--- config.mk ---
export PLATFORM = sky130hd
export DESIGN_NAME = button_event_arbiter
export DESIGN_NICKNAME = d
export VERILOG_FILES = /design/src/rtl/button_event_arbiter.sv
export SDC_FILE = /design/constraint.sdc
export NUM_CORES = 1
export LEC_CHECK = 0
export ABC_AREA = 1
export CAP_MARGIN = 30
export CORE_MARGIN = 3
export CORE_UTILIZATION = 40
export DETAILED_ROUTE_END_ITERATION = 8
export GPL_TIMING_DRIVEN = 0
export SLEW_MARGIN = 20
export SYNTH_ARGS = -nofsm -noshare
export SYNTH_HDL_FRONTEND = slang
export SYNTH_SLANG_ARGS = --single-unit
--- constraint.sdc ---
create_clock -name clk -period 2.6 [get_ports clk]
set_clock_uncertainty 0.1 [all_clocks]
set_input_delay 0.39 -clock clk [delete_from_list [all_inputs] [get_ports clk]]
set_output_delay 0.39 -clock clk [all_outputs]
set_load 0.02 [all_outputs]
--- src/rtl/button_event_arbiter.sv ---
// Button event arbiter: per-button press/long/repeat/release FSMs whose events are
// queued in one-deep slots and serialized round-robin onto a valid/ready port.
package button_event_arbiter_pkg;
  typedef enum logic [1:0] {
    EVT_PRESS   = 2'd0,
    EVT_LONG    = 2'd1,
    EVT_REPEAT  = 2'd2,
    EVT_RELEASE = 2'd3
  } evt_code_e;

  typedef enum logic [1:0] {
    ST_IDLE    = 2'd0,
    ST_PRESSED = 2'd1,
    ST_HELD    = 2'd2
  } btn_state_e;
endpackage

module button_event_arbiter
  import button_event_arbiter_pkg::*;
#(
  parameter int unsigned N_BUTTONS     = 4,
  parameter int unsigned LONG_PRESS    = 50_000_000,
  parameter int unsigned REPEAT_PERIOD = 10_000_000,
  parameter int unsigned CNT_W         = 26
) (
  input  logic                         clk,
  input  logic                         reset_n,
  input  logic                         en,
  input  logic [N_BUTTONS-1:0]         btn,
  output logic                         evt_valid,
  input  logic                         evt_ready,
  output logic [$clog2(N_BUTTONS)-1:0] evt_id,
  output logic [1:0]                   evt_code,
  output logic [N_BUTTONS-1:0]         ovf,
  input  logic                         ovf_clr
);

  localparam int unsigned ID_W = $clog2(N_BUTTONS);
  localparam logic [CNT_W-1:0] LONG_LAST   = CNT_W'(LONG_PRESS - 1);
  localparam logic [CNT_W-1:0] REPEAT_LAST = CNT_W'(REPEAT_PERIOD - 1);

  btn_state_e           state_q     [N_BUTTONS];
  btn_state_e           state_d     [N_BUTTONS];
  logic [CNT_W-1:0]     cnt_q       [N_BUTTONS];
  logic [CNT_W-1:0]     cnt_d       [N_BUTTONS];
  logic [N_BUTTONS-1:0] gen;
  evt_code_e            gen_code    [N_BUTTONS];

  logic [N_BUTTONS-1:0] slot_vld_q;
  logic [N_BUTTONS-1:0] slot_vld_d;
  evt_code_e            slot_code_q [N_BUTTONS];
  evt_code_e            slot_code_d [N_BUTTONS];
  logic [N_BUTTONS-1:0] drop;
  logic [N_BUTTONS-1:0] ovf_d;

  logic [ID_W-1:0]      last_grant_q;
  logic [ID_W-1:0]      grant_idx;
  logic                 grant_found;
  logic                 load;
  logic                 do_grant;

  // Per-button press/long/repeat/release FSM next-state
  always_comb begin
    for (int i = 0; i < N_BUTTONS; i++) begin
      state_d[i]  = state_q[i];
      cnt_d[i]    = cnt_q[i];
      gen[i]      = 1'b0;
      gen_code[i] = EVT_PRESS;
      if (!en) begin
        state_d[i] = ST_IDLE;
        cnt_d[i]   = '0;
      end else begin
        case (state_q[i])
          ST_IDLE: begin
            if (btn[i]) begin
              state_d[i]  = ST_PRESSED;
              cnt_d[i]    = '0;
              gen[i]      = 1'b1;
              gen_code[i] = EVT_PRESS;
            end
          end
          ST_PRESSED: begin
            if (!btn[i]) begin
              state_d[i]  = ST_IDLE;
              cnt_d[i]    = '0;
              gen[i]      = 1'b1;
              gen_code[i] = EVT_RELEASE;
            end else if (cnt_q[i] == LONG_LAST) begin
              state_d[i]  = ST_HELD;
              cnt_d[i]    = '0;
              gen[i]      = 1'b1;
              gen_code[i] = EVT_LONG;
            end else begin
              cnt_d[i] = cnt_q[i] + CNT_W'(1);
            end
          end
          ST_HELD: begin
            if (!btn[i]) begin
              state_d[i]  = ST_IDLE;
              cnt_d[i]    = '0;
              gen[i]      = 1'b1;
              gen_code[i] = EVT_RELEASE;
            end else if (cnt_q[i] == REPEAT_LAST) begin
              cnt_d[i]    = '0;
              gen[i]      = 1'b1;
              gen_code[i] = EVT_REPEAT;
            end else begin
              cnt_d[i] = cnt_q[i] + CNT_W'(1);
            end
          end
          default: begin
            state_d[i] = ST_IDLE;
            cnt_d[i]   = '0;
          end
        endcase
      end
    end
  end

  // Round-robin search starting just above the last granted button
  always_comb begin : arb
    int unsigned idx;
    idx         = 0;
    grant_found = 1'b0;
    grant_idx   = '0;
    for (int unsigned k = 1; k <= N_BUTTONS; k++) begin
      idx = 32'(last_grant_q) + k;
      if (idx >= N_BUTTONS) idx = idx - N_BUTTONS;
      if (!grant_found && slot_vld_q[ID_W'(idx)]) begin
        grant_found = 1'b1;
        grant_idx   = ID_W'(idx);
      end
    end
  end

  assign load     = !evt_valid || evt_ready;
  assign do_grant = load && en && grant_found;

  // Slot update: a granted slot frees up in time to take a same-cycle event
  always_comb begin
    for (int i = 0; i < N_BUTTONS; i++) begin
      slot_vld_d[i]  = slot_vld_q[i] && !(do_grant && (grant_idx == ID_W'(i)));
      slot_code_d[i] = slot_code_q[i];
      drop[i]        = 1'b0;
      if (!en) begin
        slot_vld_d[i] = 1'b0;
      end else if (gen[i]) begin
        if (!slot_vld_d[i]) begin
          slot_vld_d[i]  = 1'b1;
          slot_code_d[i] = gen_code[i];
        end else begin
          drop[i] = 1'b1;
        end
      end
    end
    ovf_d = (ovf & ~{N_BUTTONS{ovf_clr}}) | drop;
  end

  always_ff @(posedge clk or negedge reset_n) begin
    if (!reset_n) begin
      for (int i = 0; i < N_BUTTONS; i++) begin
        state_q[i]     <= ST_IDLE;
        cnt_q[i]       <= '0;
        slot_code_q[i] <= EVT_PRESS;
      end
      slot_vld_q   <= '0;
      ovf          <= '0;
      last_grant_q <= ID_W'(N_BUTTONS - 1);
      evt_valid    <= 1'b0;
      evt_id       <= '0;
      evt_code     <= 2'd0;
    end else begin
      for (int i = 0; i < N_BUTTONS; i++) begin
        state_q[i]     <= state_d[i];
        cnt_q[i]       <= cnt_d[i];
        slot_code_q[i] <= slot_code_d[i];
      end
      slot_vld_q <= slot_vld_d;
      ovf        <= ovf_d;
      if (load) begin
        evt_valid <= do_grant;
        if (do_grant) begin
          evt_id       <= grant_idx;
          evt_code     <= slot_code_q[grant_idx];
          last_grant_q <= grant_idx;
        end
      end
    end
  end

endmodule

==> results.yml <==
logic_synthesis:
  yosysSeqAreaShare: 0.373
  synth-compound-area-share: 0.102
  synthFlopType: "dfrtp_1"
  yosysUniqueCellTypes: 44
  netlist_area_um2: 9060
  yosys.cell_count.top_type: "nand2_1"
  ys_ff_latch: 135
  synthTopCellsByArea: "dfrtp_1 37%, nand2_1 13%, inv_1 6.2%"
  synth_fp_nets: 1284
  synth_commonest_cells: "321 x nand2_1, 150 x inv_1, 133 x dfrtp_1"
  synth_cells: 1251
  synth.largest_area_cell: "dfrtp_1"
  synth_mux_area_frac: 0
  yosysWarnings: 0
  synth-simple-area-share: 0.361
  synth_edf_count: 0
  synth_fa_ha_area_frac: 0.0331
  synth_top_area_share: 0.367
  ys_async_sr_fraction: 1.00
  synth_top_family_by_area: "simple AND/OR/NAND/NOR gates"
  synth_area_per_cell_um2: 7.25
  synth-xor-area-share: 0.0493
critical_path:
  reg2reg_slack_ns: 0.33
  crit_path_start_kind: "flip-flop"
  crit_fanout: 9
  required_ns: 2.79
  reg2reg_to: "cnt_q[60]"
  r2r_start: "cnt_q[52]"
  crit_arrival_ns: 2.47
  setup.worst_path.start: "cnt_q[52]"
  crit_end: "cnt_q[60]"
  path_class: "flip-flop to flip-flop"
  worstSetupEndpointType: "flip-flop"
  r2r_cells: 12
cts:
  cts_buffers: 17
  post_cts_buffers: 0
  cts.sinks: 135
  cts_max_level: 4
  insertion_delay_ns: 0.43
  clk_path_buf_depth: 2
  clk_pin_slew_ns: 0.06
  cts-root-buf: "clkbuf_16"
  cts_tree: "yes"
grt:
  grt_max_degree: 84
  grt_pass1_vias: 7971
  antenna_found_initial: 2
  grt.overflow.total: 0
  grt.total_usage: 0.193
  grt_first_pass_wirelength_mm: 38.8
timing:
  fin_crit_ns: 2.27
  finalHoldViolations: 0
  worstMarginPinSlew_ns: 0.807
  finalSetupViolations: 0
  slew_headroom: 0.459
  fmax_mhz: 440
  rsz0062_at_grt: "false"
  drv_slew: 0
  fin_setup_tns_ns: 0
  post-route-period-util: 0.875
place:
  port_buffers: 12
  place.gp.congestion: 0.937
  placed_cell_area_um2: 9570
  dp_hpwl_mm: 16.9
routing:
  drt-initial-drc-count: 509
  viasPerCell: 5.29
  wl_mm: 23.0
  vias: 8349
  wl_per_cell_um: 14.6
  final_antenna_net_count: 0
  first_pass_iters: 7
  drc_errors: 0
power_and_ir_drop:
  powerDensity_nw_per_um2: 729
  ir_worst_vdd_mv: 0.363
  p_leak_nw: 4.28
final_layout:
  fin_area_um2: 10200
  antenna_cells: 0
  drive_above_1_share: 0.0971
  syn_to_final_growth_pct: 12.9
  register_area_um2: 3380
  nNetsFinal: 1317
  multi_input_area_um2: 4940
  fillers: 2241
floorplanning:
  initial_core_util: 0.411
  die-area_um2: 24500
  rows: 54
  coreArea_um2: 22000
  pin_count: 18
  die_y_um: 157
  die_width_um: 157
worst_hold_path:
  hp-class: "input port to flip-flop"
  min_from: "btn[2]"
job:
  drv_cap: 0
outcome:
  outcome: "finished clean"
-- stage by stage --
stage | hold WS (ns) | setup WS [ns] | std cells | total power, mW | utilization
after floorplan | -0.00559 | 0.724 | 1251 | 4.21 | -
after global placement | 0.359 | -4.64 | 1543 | 4.80 | 0.433
after detailed placement | 0.339 | 0.230 | 1544 | 4.83 | 0.434
after CTS | 0.193 | 0.217 | 1577 | 7.55 | 0.464
after global routing | 0.250 | 0.0641 | 1577 | 7.91 | 0.465
final | 0.209 | 0.325 | 1577 | 7.46 | 0.465
-- area by class of cell --
class / instances / share of cell area
tap: 280 / 0.0342
inverter: 159 / 0.0590
clock inverter: 7 / 0.0134
multi-input combinational: 930 / 0.483
timing repair buffer: 14 / 0.0159
sequential: 135 / 0.330
clock buffer: 25 / 0.0504
buffer: 27 / 0.0139
-- registers in the layout, summed over array words and instances, names as in the netlist --
signal	count
cnt_q	104
slot_vld_q	4
evt_valid	1
state_q	8
evt_code	2
evt_id	2
slot_code_q	8
ovf	4
last_grant_q	2
-- cells in the final DEF (no fill, tap or decap), drive strengths merged, types with 17 or more instances in the layout --
cell,Yosys,layout
clkbuf,12,37
nor2,127,127
a21oi,17,17
ha,24,24
nand4,56,56
dfrtp,133,133
nand2,349,349
nand3,103,103
o21ai,66,66
buf,15,17
inv,159,159
xor2,43,43
o22ai,59,59
nor3,44,44
-- worst min path at each step --
stage	depth (start not counted)	to	slack, ns
floorplan	0	cnt_q[0]	-0.006
detailed placement	1	cnt_q[100]	0.34
global route	3	state_q[3]	0.25
global placement	2	slot_code_q[5]	0.36
CTS	3	state_q[3]	0.19
finish	3	state_q[3]	0.21
-- critical path: stages, from the launching register on --
cell	delay [ns]
dfrtp_1	0.47
ha_1	0.20
nand2_1	0.10
nor2_4	0.18
nand4_1	0.13
nor2_1	0.18
nand2_1	0.10
nand3_1	0.11
nand2_2	0.17
nand2_2	0.14
inv_1	0.10
nand3_1	0.07
o21ai_0	0.08
-- routing by layer --
metal	GRT usage	share of wire	wire length (µm)	vias up
met5	0	0.00091	21	-
met4	0.0496	0.015	335	4
met2	0.315	0.46	10700	180
met3	0.0379	0.043	1000	33
li1	-	-	-	4216
met1	0.264	0.48	11000	3916
-- repair_timing --
action                                 in CTS  in global routing
gates resized for setup                     0                  1
endpoints found under the hold margin      80                  0
setup endpoints to repair                   0                  8
hold buffers                                1                  0
-- power by group --
group | switching [mW] | total, mW | leakage (nW) | internal (mW)
sequential | 0.182 | 2.49 | 1.86 | 2.31
combinational | 1.57 | 2.29 | 2.10 | 0.724
clock | 0.921 | 2.68 | 0.319 | 1.76
total | 2.67 | 7.46 | 4.28 | 4.79
-- logic make-up (layout without fill, tap and decap cells) --
family	after synthesis	in the layout
and+or+nand+nor	696	696
buffers and inverters	186	232
AOI/OAI and AO/OA	159	159
DFF	135	135
xor gates and xnor gates	51	51
adders and majority gates	24	24
Power figures use the tool's default switching activity.
